$ cat src/rtl/zet_int_sched_pkg.sv
// Shared constants and types for the Zet interrupt scheduler.
package zet_int_sched_pkg;

  localparam int NUM_IRQ = 8;
  localparam int VEC_W   = 8;

  localparam logic [2:0] SPURIOUS_IDX = 3'd7;

  typedef enum logic {
    IDLE = 1'b0,
    PEND = 1'b1
  } state_t;

  // One-hot mask for an IRQ index, used to set/clear single irr/isr bits.
  function automatic logic [NUM_IRQ-1:0] idx_onehot(input logic [2:0] idx);
    idx_onehot = 8'h01 << idx;
  endfunction

endpackage

$ cat src/rtl/zet_int_prio.sv
// Lowest-index-first priority encoder over 8 request bits.
module zet_int_prio
  import zet_int_sched_pkg::*;
(
  input  logic [NUM_IRQ-1:0] req,
  output logic [2:0]         idx,
  output logic               valid
);

  // Bit 0 has the highest priority.
  always_comb begin
    idx   = 3'd0;
    valid = 1'b1;
    casez (req)
      8'b???????1: idx = 3'd0;
      8'b??????10: idx = 3'd1;
      8'b?????100: idx = 3'd2;
      8'b????1000: idx = 3'd3;
      8'b???10000: idx = 3'd4;
      8'b??100000: idx = 3'd5;
      8'b?1000000: idx = 3'd6;
      8'b10000000: idx = 3'd7;
      default: begin
        idx   = 3'd0;
        valid = 1'b0;
      end
    endcase
  end

endmodule

$ cat src/rtl/zet_int_sched.sv
// Interrupt scheduler: 8 edge-triggered IRQs plus NMI feeding zet_decode.
// Optional build macro: ZET_INT_SCHED_AUTO_EOI_EN (no in-service tracking, eoi ignored).
module zet_int_sched
  import zet_int_sched_pkg::*;
#(
  parameter logic [4:0] RST_BASE = 5'h01,
  parameter logic [7:0] RST_MASK = 8'hFF
) (
  input  logic               clk,
  input  logic               rst,
  input  logic [NUM_IRQ-1:0] irq,
  input  logic               nmi_in,
  input  logic               inta,
  input  logic               nmia,
  input  logic               eoi,
  input  logic               mask_we,
  input  logic [7:0]         mask_wd,
  input  logic               base_we,
  input  logic [4:0]         base_wd,
  output logic               intr,
  output logic               nmir,
  output logic [VEC_W-1:0]   vector,
  output logic [NUM_IRQ-1:0] irr,
  output logic [NUM_IRQ-1:0] isr,
  output logic [NUM_IRQ-1:0] imr
);

  state_t             state;
  state_t             state_next;
  logic [2:0]         sel;
  logic [2:0]         sel_next;
  logic [4:0]         base;
  logic [4:0]         base_next;
  logic [NUM_IRQ-1:0] irq_d;
  logic               nmi_d;

  logic               intr_next;
  logic               nmir_next;
  logic [VEC_W-1:0]   vector_next;
  logic [NUM_IRQ-1:0] irr_next;
  logic [NUM_IRQ-1:0] isr_next;
  logic [NUM_IRQ-1:0] imr_next;

  logic [NUM_IRQ-1:0] irq_edge;
  logic               nmi_edge;
  logic               ack;
  logic [NUM_IRQ-1:0] ack_bits;

  logic [2:0]         cand_idx;
  logic               cand_valid;
  logic [2:0]         isr_idx;
  logic               isr_valid;
  logic               eligible;

  assign irq_edge = irq & ~irq_d;
  assign nmi_edge = nmi_in & ~nmi_d;

  zet_int_prio u_cand (
    .req   (irr & ~imr),
    .idx   (cand_idx),
    .valid (cand_valid)
  );

  zet_int_prio u_insvc (
    .req   (isr),
    .idx   (isr_idx),
    .valid (isr_valid)
  );

`ifdef ZET_INT_SCHED_AUTO_EOI_EN
  assign eligible = cand_valid;
`else
  // A candidate may only nest above strictly lower-priority in-service bits.
  assign eligible = cand_valid & (~isr_valid | (isr_idx > cand_idx));
`endif

  // Next-state and next-output logic for the request/acknowledge FSM.
  always_comb begin
    state_next  = state;
    sel_next    = sel;
    intr_next   = intr;
    vector_next = vector;
    ack         = 1'b0;
    case (state)
      IDLE: begin
        if (inta) begin
          vector_next = {base, SPURIOUS_IDX};
        end else begin
          vector_next = vector;
        end
        if (eligible) begin
          sel_next   = cand_idx;
          intr_next  = 1'b1;
          state_next = PEND;
        end else begin
          intr_next  = 1'b0;
        end
      end
      PEND: begin
        // Ack beats a same-cycle mask write; sel stays frozen throughout.
        if (inta) begin
          ack         = 1'b1;
          vector_next = {base, sel};
          intr_next   = 1'b0;
          state_next  = IDLE;
        end else if (mask_we && mask_wd[sel]) begin
          intr_next   = 1'b0;
          state_next  = IDLE;
        end else begin
          intr_next   = 1'b1;
        end
      end
      default: begin
        intr_next  = 1'b0;
        state_next = IDLE;
      end
    endcase
  end

  // Request, in-service, mask, base and NMI next values.
  always_comb begin
    ack_bits  = ack ? idx_onehot(sel) : 8'h00;
    irr_next  = (irr & ~ack_bits) | irq_edge;
`ifdef ZET_INT_SCHED_AUTO_EOI_EN
    isr_next  = 8'h00;
`else
    isr_next  = isr;
    if (eoi && isr_valid) begin
      isr_next = isr_next & ~idx_onehot(isr_idx);
    end else begin
      isr_next = isr;
    end
    isr_next  = isr_next | ack_bits;
`endif
    imr_next  = mask_we ? mask_wd : imr;
    base_next = base_we ? base_wd : base;
    nmir_next = nmi_edge | (nmir & ~nmia);
  end

  // FSM state register.
  always_ff @(posedge clk) begin
    if (rst) begin
      state <= IDLE;
      sel   <= 3'd0;
    end else begin
      state <= state_next;
      sel   <= sel_next;
    end
  end

  // Datapath and output registers.
  always_ff @(posedge clk) begin
    if (rst) begin
      intr   <= 1'b0;
      nmir   <= 1'b0;
      vector <= 8'h00;
      irr    <= 8'h00;
      isr    <= 8'h00;
      imr    <= RST_MASK;
      base   <= RST_BASE;
      irq_d  <= 8'h00;
      nmi_d  <= 1'b0;
    end else begin
      intr   <= intr_next;
      nmir   <= nmir_next;
      vector <= vector_next;
      irr    <= irr_next;
      isr    <= isr_next;
      imr    <= imr_next;
      base   <= base_next;
      irq_d  <= irq;
      nmi_d  <= nmi_in;
    end
  end

endmodule
$ cat config.mk
export PLATFORM = sky130hd
export DESIGN_NAME = zet_int_sched
export DESIGN_NICKNAME = d
export VERILOG_FILES = /design/src/rtl/zet_int_sched_pkg.sv /design/src/rtl/zet_int_prio.sv /design/src/rtl/zet_int_sched.sv
export SDC_FILE = /design/constraint.sdc
export NUM_CORES = 1
export LEC_CHECK = 0
export ABC_CLOCK_PERIOD_IN_PS = 6100
export CELL_PAD_IN_SITES_DETAIL_PLACEMENT = 0
export CELL_PAD_IN_SITES_GLOBAL_PLACEMENT = 1
export CORE_ASPECT_RATIO = 0.6
export CORE_UTILIZATION = 37
export CTS_CLUSTER_DIAMETER = 60
export DETAILED_ROUTE_END_ITERATION = 16
export GPL_TIMING_DRIVEN = 0
export PLACE_DENSITY_LB_ADDON = 0.08
export SYNTH_ARGS = -nofsm -noshare
export SYNTH_HDL_FRONTEND = slang
export SYNTH_SLANG_ARGS = --single-unit
$ cat constraint.sdc
create_clock -name clk -period 6.1 [get_ports clk]
set_input_delay 1.22 -clock clk [delete_from_list [all_inputs] [get_ports clk]]
set_output_delay 1.22 -clock clk [all_outputs]
set_load 0.1 [all_outputs]
==> key figures, run 1 <==
Status
  – Outcome: completed

CTS
  – Num CTS Buffers: 5
  – H-tree levels: 2
  – Clock Path Buffers: 2
  – Number of hold buffers added after cts: 0
  – Clock Sinks: 51
  – CTS root buf: clkbuf_8
  – Postcts setup bufs: 0
  – Clock Latency Late Sink: 0.30 ns
  – CTS tree: yes
  – Reg clk slew, reported paths: approximately 0.090 ns
  – # resized after CTS: 0

Synthesis
  – Post-synthesis sequential area ratio: between 40% and 50%
  – Syn Inst Count: about 240
  – Synthesized cell area: around 0.0022 mm2
  – Main synth FF type: dfxtp_1
  – Main area contributors after synthesis: dfxtp_1, mux2i_1, nor2b_1, nor2_1, a21oi_1
  – Cell taking the most area after synthesis: dfxtp_1
  – Synth cell types: 37
  – Area fraction of the dominant cell type after synthesis: 46.9%
  – Syn Nets: 273
  – Ys async rst share: 0%
  – Seq cells post-synth: slightly above 50
  – Post-synth EDFFs: 0
  – Synthesized area per cell: 9.00 um2
  – Yosys warning total: 0

Detailed routing
  – Vias per Instance: just under 5
  – Total routed wirelength: around 5600 um
  – Antenna viol nets, final: 0
  – Residual DRC: 0
  – Via Count: between 1,500 and 2,000
  – Drt pass-1 iters: 4
  – Drt wl/cell: 14.3 um
  – DR iter-0 viols: 62

Critical path
  – Crit path kind: register to output pin
  – Worst EP arrival: a little over 2 ns
  – Worst setup EP type: output pin
  – Top delay family on crit path: buffers and inverters
  – Worst path buffer plus inverter count: 1
  – R2r setup slk: about 3.5 ns
  – Crit start category: register
  – Worst path cell trace: clkdlybuf4s50_1
  – Crit-path max cell delay: around 1.2 ns
  – Critical path required time: between 4 and 5 ns
  – Crit-path max FO: 7
  – Slowest cell on the critical path: clkdlybuf4s50_1

STA
  – Worst slew pin tran: 0.995 ns
  – RSZ-0062 raised after global routing: false
  – Minimum clock period: 3.26 ns
  – Crit share post-route: about 53%
  – Maximum clock rate: roughly 310 MHz
  – Final setup vio count: 0
  – Clk_skew: approximately 0.0084 ns
  – Hold Fails Final Rpt: 0
  – Max-slew violations: 0
  – Final setup TNS: 0 ns
  – Slew headroom: 33.5%

Global route
  – Remaining Overflow, GRT: 0
  – GRT Total Usage: 18.7%
  – Largest net degree at the start of global routing: 16
  – Global-route wire length before repair: 8510 um
  – Initial antenna violation count: 0
  – Number of global-route vias before repair: ~1,700

Pwr
  – Peak supply drop: approximately 0.12 mV
  – Tot Pwr: between 0.0007 and 0.0008 W
  – Leak: 1.19 nW
  – Cell area power density: 267 mW/mm2

Floorplan
  – I/O pin count: 63
  – Rows: 21
  – Core area: ~0.0056 mm2
  – Area of the die: 0.00621 mm2
  – Initial Util: between 30% and 40%
  – Die W: 101 um
  – Vert. Die Dim: 61.4 um

Cells and area
  – Antenna Cells: 0
  – Commonest non-fill, non-tap cell in the layout: clkdlybuf4s50_1
  – Most frequent cells in the layout: clkdlybuf4s50_1, dfxtp_1, nor2_1
  – P&R area growth vs syn: 36.5%
  – Layout cells sized above 1: under 10%
  – Final nets: 340
  – Post-Layout Cell Count: about 400

Placement
  – Port Buf Inserts: 60
  – Hpwl dp: roughly 4300 um
  – Routability cong.: between 0.7 and 0.8
  – Dpl cells: about 380

Job
  – Max Cap Viol: 0

Hold path
  – Hold Crit Class: register to register
[metal layers]
| metal | vias to the layer above | routed length (um) | global-route usage [%] |
|---|---|---|---|
| li1 | 963 | - | - |
| met1 | 871 | 3180 | 29.2 |
| met2 | 45 | 2140 | 25.4 |
| met3 | 2 | 257 | 4.54 |
| met4 | 0 | 21 | 4.35 |
| met5 | - | 0 | 0 |
[power by group]
group / switching, W / total (W) / internal (W)
Sequential: 0.0000158 / 0.000369 / 0.000353
Combinational: 0.000149 / 0.000220 / 0.0000715
Clock: 0.000111 / 0.000204 / 0.0000932
[Yosys cell counts, types with 2 or more instances]
master / number
dfxtp_1: 51
nor2_1: 35
nand2_1: 24
nor2b_1: 22
a21oi_1: 20
mux2i_1: 17
clkbuf_1: 10
inv_1: 9
nand3_1: 8
nand2b_1: 7
o21ai_0: 6
nor3_1: 4
ha_1: 2
mux4_2: 2
nor4_1: 2
o21a_1: 2
[path summary, 6_finish.rpt]
path | start | to | cells past startpoint
max | isr[2] | isr[2] | 1
min | nmir | nmir | 2
max reg2reg | irr[0] | sel[0] | 10
min reg2reg | nmir | nmir | 2
[sequential cells by signal, indices dropped and copies added (netlist names)]
signal	cells
base	5
isr	8
imr	8
irq_d	8
irr	8
sel	3
vector	8
intr	1
nmi_d	1
nmir	1
[area by class of cell]
class	count	area (um2)
Multi-Input combinational cell	172	1090
Tap cell	80	100
Fill cell	555	2650
Buffer	10	37.5
Inverter	9	33.8
Timing Repair Buffer	60	601
Clock buffer	7	86.3
Sequential cell	51	1020
Clock inverter	1	8.76
[logic make-up after synthesis]
kind of cell / count (synthesis) / share of synthesized area, %
muxes: 20 / 10.6
AOI/OAI and AO/OA: 42 / 14.3
DFF: 51 / 46.9
adders and majority gates: 2 / 1.15
buffers and inverters: 19 / 3.27
and+or+nand+nor: 108 / 23.8
[through the flow]
stage | setup slack, ns | hold slack [ns] | util (%) | instance area (um2)
global placement | 3.12 | 0.452 | 51.2 | 2880
detailed placement | 3.12 | 0.475 | 51.2 | 2880
CTS | 2.84 | 0.502 | 52.9 | 2970
global route | 2.80 | 0.520 | 52.9 | 2970
floorplan | 3.00 | 0.441 | - | 2180
finish | 2.84 | 0.495 | 52.9 | 2970
(Power assumes the default switching activity.)
==> run 2, diff against run 1 <==
Settings changed: ABC_CLOCK_PERIOD_IN_PS 6100 to 2620, CORE_UTILIZATION 37 to 31.
Clock period 6.1 ns to 2.62 ns, I/O delays scaled along.
==> run 2 against run 1 <==
Net effect: highest routed layer unchanged; routed wire length grew 3.3%; global-route usage shrank 2.0 points; clock power grew to 3.1 times the previous value; largest power group unchanged.
==> key figures, run 2 (synthesis results as in run 1) <==
Status
  – Outcome: completed

Cells and area
  – Antenna Cells: 0 (unchanged)
  – P&R area growth vs syn: 41.8%
  – Post-Layout Cell Count: 398 (+2.1%)
  – Final Instance Area: 0.00309 mm2 (+3.9%)
  – Layout cells sized above 1: 14.5% (+8.7 points)
  – Most frequent cells in the layout: clkdlybuf4s50_1, nor2_1, dfxtp_1
  – Commonest non-fill, non-tap cell in the layout: clkdlybuf4s50_1
  – Final nets: 341 (+0.29%)

CTS
  – H-tree levels: 2 (unchanged)
  – CTS root buf: clkbuf_16
  – Clock Path Buffers: 2 (unchanged)
  – CTS tree: yes
  – Reg clk slew, reported paths: 0.07 ns (-0.02 ns)
  – Clock Latency Late Sink: 0.29 ns (about the same)
  – Num CTS Buffers: 5 (unchanged)
  – Clock Sinks: 51 (unchanged)

Pwr
  – Reg power frac: 42.6% (-3.9 points)
  – Psw: 0.000665 W (+140%)
  – Clock share of power: 31.7% (+6.0 points)
  – Leak: 1.22 nW (+2.8%)
  – Share of total power in combinational logic: 25.8% (-2.0 points)
  – Peak supply drop: 0.233 mV (+90%)
  – Cell area power density: 653 mW/mm2 (+140%)
  – Net Sw Frac: 33.0% (-1.7 points)
  – Tot Pwr: 0.00202 W (+150%)
  – Cell-internal power: 0.00135 W (+160%)

STA
  – Final setup TNS: 0 ns (unchanged)
  – Final setup vio count: 0 (unchanged)
  – RSZ-0062 raised after global routing: false
  – Minimum clock period: approximately 2.5 ns
  – Crit share post-route: 96.1%
  – Clk_skew: 0.00520 ns (-0.00317 ns)
  – Hold Fails Final Rpt: 0 (unchanged)
  – Slew headroom: 34.1% (+0.67 points)
  – Maximum clock rate: 397 MHz
  – Worst slew pin tran: 0.985 ns (-0.00998 ns)
  – Max-slew violations: 0 (unchanged)

Critical path
  – Crit-path max cell delay: 1.20 ns (about the same)
  – Slowest cell on the critical path: clkdlybuf4s50_1
  – Crit-path max FO: 7 (unchanged)
  – Crit path kind: register to output pin
  – R2r startpoint: irr[0]
  – Crit start category: register
  – Worst path buffer plus inverter count: 1 (unchanged)
  – Worst EP arrival: 1.99 ns (-0.05 ns)
  – Worst path cell trace: clkdlybuf4s50_1
  – Worst reg2reg path depth: 11 (+1)
  – Top delay family on crit path: buffers and inverters
  – Critical path required time: 2.10 ns (-2.78 ns)
  – End of the worst register-to-register path: sel[2]
  – CP Depth: 1 (unchanged)
  – R2r setup slk: 0.13 ns (-3.36 ns)
  – Worst setup EP type: output pin

Job
  – Max Cap Viol: 0 (unchanged)

Global route
  – Remaining Overflow, GRT: 0 (unchanged)
  – Largest net degree at the start of global routing: 17 (+1)
  – Global-route wire length before repair: 8900 um (+4.6%)
  – Initial antenna violation count: 0 (unchanged)
  – Number of global-route vias before repair: 1,681 (+1.4%)
  – GRT Total Usage: 16.7% (-2.0 points)

Detailed routing
  – DR iter-0 viols: 61 (-1.6%)
  – Vias per Instance: 4.69 (-2.8%)
  – Via Count: 1,866 (-0.80%)
  – Drt wl/cell: 14.5 um (+1.2%)
  – Drt pass-1 iters: 4 (unchanged)
  – Total routed wirelength: 5780 um (+3.3%)
  – Residual DRC: 0 (unchanged)
  – Antenna viol nets, final: 0 (unchanged)

Placement
  – Port Buf Inserts: 60 (unchanged)
  – Routability cong.: 0.723 (-0.52%)
  – Hpwl dp: 4580 um (+6.6%)
  – Post-Place Cell Area: 0.00293 mm2 (+1.8%)
  – Dpl cells: 389 (+1.8%)

Floorplan
  – I/O pin count: 63 (unchanged)
  – Core area: 0.00673 mm2 (+20%)
  – Area of the die: 0.00738 mm2 (+19%)
  – Vert. Die Dim: 66.9 um (+8.9%)
  – Die W: 110 um (+9.1%)
  – Initial Util: 32.3% (-6.4 points)
  – Rows: 23 (+9.5%)

Hold path
  – Endpoint, Worst Hold: imr[3]
  – Worst Hold Path Cells: 2 (unchanged)
  – Hold Crit Start: imr[3]
  – Hold Crit Class: register to register
## run 2: how the worst max path moves through the flow
stage	startpoint	endpoint	slack [ns]
after floorplan	irr[1]	sel[0]	0.002
after global placement	irr[0]	sel[0]	0.04
after detailed placement	irr[0]	sel[0]	0.02
after CTS	irr[0]	sel[0]	0.008
after global routing	irr[0]	sel[2]	0.02
final	intr	intr	0.10
## run 2: per-layer routing
| metal | share of wire, % | wire length, um | track usage (%) |
|---|---|---|---|
| met3 | 5.1 | 292 | 4.50 |
| met1 | 54 | 3150 | 25.9 |
| met4 | 0.73 | 42 | 4.44 |
| met2 | 40 | 2290 | 21.6 |
| met5 | 0 | 0 | 0 |
## run 2: per-stage QoR
step	utilization (%)	setup slack [ns]	hold slack [ns]
floorplan	-	0.00184	0.441
CTS	45.7	0.00769	0.481
finish	45.9	0.102	0.479
global route	45.9	0.0155	0.501
detailed placement	43.5	0.0193	0.462
global placement	43.5	0.0355	0.460
## run 2: power by group through the flow
stage	combinational [W]	sequential, W	clock (W)
2_1_floorplan	0.000163	0.00108	0
3_3_place_gp	0.000513	0.000877	0
3_5_place_dp	0.000516	0.000877	0
4_1_cts	0.000517	0.000860	0.000660
5_1_grt	0.000550	0.000866	0.000692
6_report	0.000520	0.000859	0.000639
## run 2: area by class of cell
| type | count | area, um2 |
|---|---|---|
| repair buffers | 61 | 608 |
| multi-input cells | 172 | 1090 |
| inverters | 9 | 33.8 |
| flip-flops and latches | 51 | 1060 |
| clock buffers | 6 | 129 |
| plain buffers | 10 | 37.5 |
| fillers | 682 | 3640 |
| well taps | 87 | 109 |
| clock inverters | 2 | 17.5 |
## run 2: repair_timing
| item | 4_1_cts | 5_1_grt |
|---|---|---|
| hold endpoints to repair | 0 | 0 |
| setup endpoints to repair | 0 | 2 |
| resized for setup | 0 | 2 |
| hold buffers | 0 | 0 |
| setup buffers | 0 | 1 |
==> run 3, diff against run 2 <==
Settings changed: REMOVE_ABC_BUFFERS set to 1.
==> run 3 against run 2 <==
Net effect: setup slack better by 0.030 ns; fmax is 1.2% higher; critical path depth stayed put; clock skew decreased by 0.00058 ns; non-clock buffer count fell by 8; sequential share of layout area is 0.69 points lower; first-iteration DRC count is 20% higher; final cell count fell by 2.3%; critical path type unchanged; highest routed layer unchanged.
==> key figures, run 3 (synthesis results as in run 1) <==
CTS
  – Clock Latency Late Sink: 0.28 ns (about the same)
  – Reg clk slew, reported paths: 0.07 ns (about the same)
  – Clock Path Buffers: 2 (unchanged)
  – Clock Sinks: 51 (unchanged)
  – Number of hold buffers added after cts: 0 (unchanged)
  – CTS tree: yes
  – Num CTS Buffers: 5 (unchanged)
  – H-tree levels: 2 (unchanged)
  – CTS root buf: clkbuf_16

STA
  – Clk_skew: 0.00462 ns (-0.000582 ns)
  – Maximum clock rate: 402 MHz (+1.2%)
  – Hold Fails Final Rpt: 0 (unchanged)
  – RSZ-0062 raised after global routing: true
  – Final setup vio count: 0 (unchanged)
  – Tightest hold margin: 0.475 ns (-0.00478 ns)
  – Worst slew pin tran: 0.983 ns (-0.00153 ns)
  – Minimum clock period: 2.49 ns (-0.0297 ns)
  – Max-slew violations: 0 (unchanged)
  – Slew headroom: 34.2% (+0.10 points)
  – Final setup TNS: 0 ns (unchanged)
  – Crit share post-route: 95.0% (-1.1 points)

Pwr
  – Cell area power density: 666 mW/mm2 (+1.9%)
  – Leak: 1.23 nW (+0.89%)
  – Tot Pwr: 0.00202 W (about the same)
  – Peak supply drop: 0.285 mV (+22%)

Cells and area
  – Commonest non-fill, non-tap cell in the layout: clkdlybuf4s50_1
  – Final Instance Area: 0.00303 mm2 (-1.9%)
  – P&R area growth vs syn: 39.1%
  – Post-Layout Cell Count: 389 (-2.3%)
  – Final nets: 333 (-2.3%)
  – Most frequent cells in the layout: clkdlybuf4s50_1, dfxtp_1, nor2_1
  – Layout cells sized above 1: 7.62% (-6.9 points)
  – Antenna Cells: 0 (unchanged)

Hold path
  – Hold Crit Class: register to register

Floorplan
  – Area of the die: 0.00738 mm2 (unchanged)
  – Initial Util: 32.3% (unchanged)
  – Die W: 110 um (unchanged)
  – Core area: 0.00673 mm2 (unchanged)
  – I/O pin count: 63 (unchanged)
  – Rows: 23 (unchanged)
  – Vert. Die Dim: 66.9 um (unchanged)

Critical path
  – Worst EP arrival: 1.96 ns (-0.03 ns)
  – Worst path buffer plus inverter count: 1 (unchanged)
  – Crit-path max FO: 7 (unchanged)
  – Critical path required time: 2.10 ns (about the same)
  – Crit-path max cell delay: 1.19 ns (about the same)
  – Crit start category: register
  – Crit path kind: register to output pin
  – Slowest cell on the critical path: clkdlybuf4s50_1
  – Top delay family on crit path: buffers and inverters
  – Worst path cell trace: clkdlybuf4s50_1
  – Worst setup EP type: output pin

Placement
  – Post-Place Cell Area: 0.00287 mm2 (-2.2%)
  – Routability cong.: 0.718 (-0.61%)
  – Hpwl dp: 4120 um (-10%)
  – Dpl cells: 381 (-2.1%)
  – Port Buf Inserts: 62 (+3.3%)

Detailed routing
  – DR iter-0 viols: 73 (+20%)
  – Via Count: 1,819 (-2.5%)
  – Drt wl/cell: 14.1 um (-3.0%)
  – Antenna viol nets, final: 0 (unchanged)
  – Drt pass-1 iters: 4 (unchanged)
  – Total routed wirelength: 5480 um (-5.2%)
  – Vias per Instance: 4.68 (-0.26%)
  – Residual DRC: 0 (unchanged)

Global route
  – Number of global-route vias before repair: 1,669 (-0.71%)
  – Initial antenna violation count: 0 (unchanged)
  – Global-route wire length before repair: 8600 um (-3.3%)
  – Remaining Overflow, GRT: 0 (unchanged)
  – GRT Total Usage: 15.9% (-0.76 points)
  – Largest net degree at the start of global routing: 43 (+26)

Status
  – Outcome: completed

Job
  – Max Cap Viol: 0 (unchanged)
[run 3: cell types whose count changed in the layout (fill, tap and decap cells not counted), sizes merged]
cell,change
clkbuf,-10
buf,+1
clkinv,-1
dlymetal6s2s,+1
[run 3: area by class of cell]
type | instances | area (um2)
tap | 87 | 109
fill | 696 | 3700
clock buffer | 6 | 139
timing repair buffer | 63 | 626
multi-input combinational | 172 | 1100
clock inverter | 1 | 5.00
sequential | 51 | 1020
inverter | 9 | 33.8
[run 3: what timing repair did]
item | 4_1_cts | 5_1_grt
gates resized for setup | 0 | 5
buffers inserted | 0 | 1
setup endpoints to repair | 0 | 4
[run 3: path summary, 6_finish.rpt]
path,startpoint,end,slack [ns],depth (start not counted)
min reg2reg,nmir,nmir,0.47,2
max,isr[2],isr[2],0.13,1
min,nmir,nmir,0.47,2
max reg2reg,irr[0],sel[0],0.14,10
[run 3: routing by layer]
metal  routed length [um]  up-vias  GRT usage, %
met2                 2020       50          21.0
met1                 3090      829          24.7
li1                     -      938             -
met5                    0        -             0
met4                   26        0          3.45
met3                  335        2          4.31
[run 3: where the power goes]
part / total, W / internal (W) / switching, W / leakage, nW
logic: 0.000508 / 0.000171 / 0.000338 / 0.737
registers: 0.000867 / 0.000822 / 0.0000443 / 0.422
clock network: 0.000643 / 0.000373 / 0.000269 / 0.0727
[run 3: metrics by stage]
stage | util [%] | worst slack, ns
final | 45.0 | 0.131
after floorplan | - | -0.475
after global placement | 42.6 | -0.730
after detailed placement | 42.5 | 0.0452
after CTS | 44.7 | 0.0310
after global routing | 45.0 | -0.00217
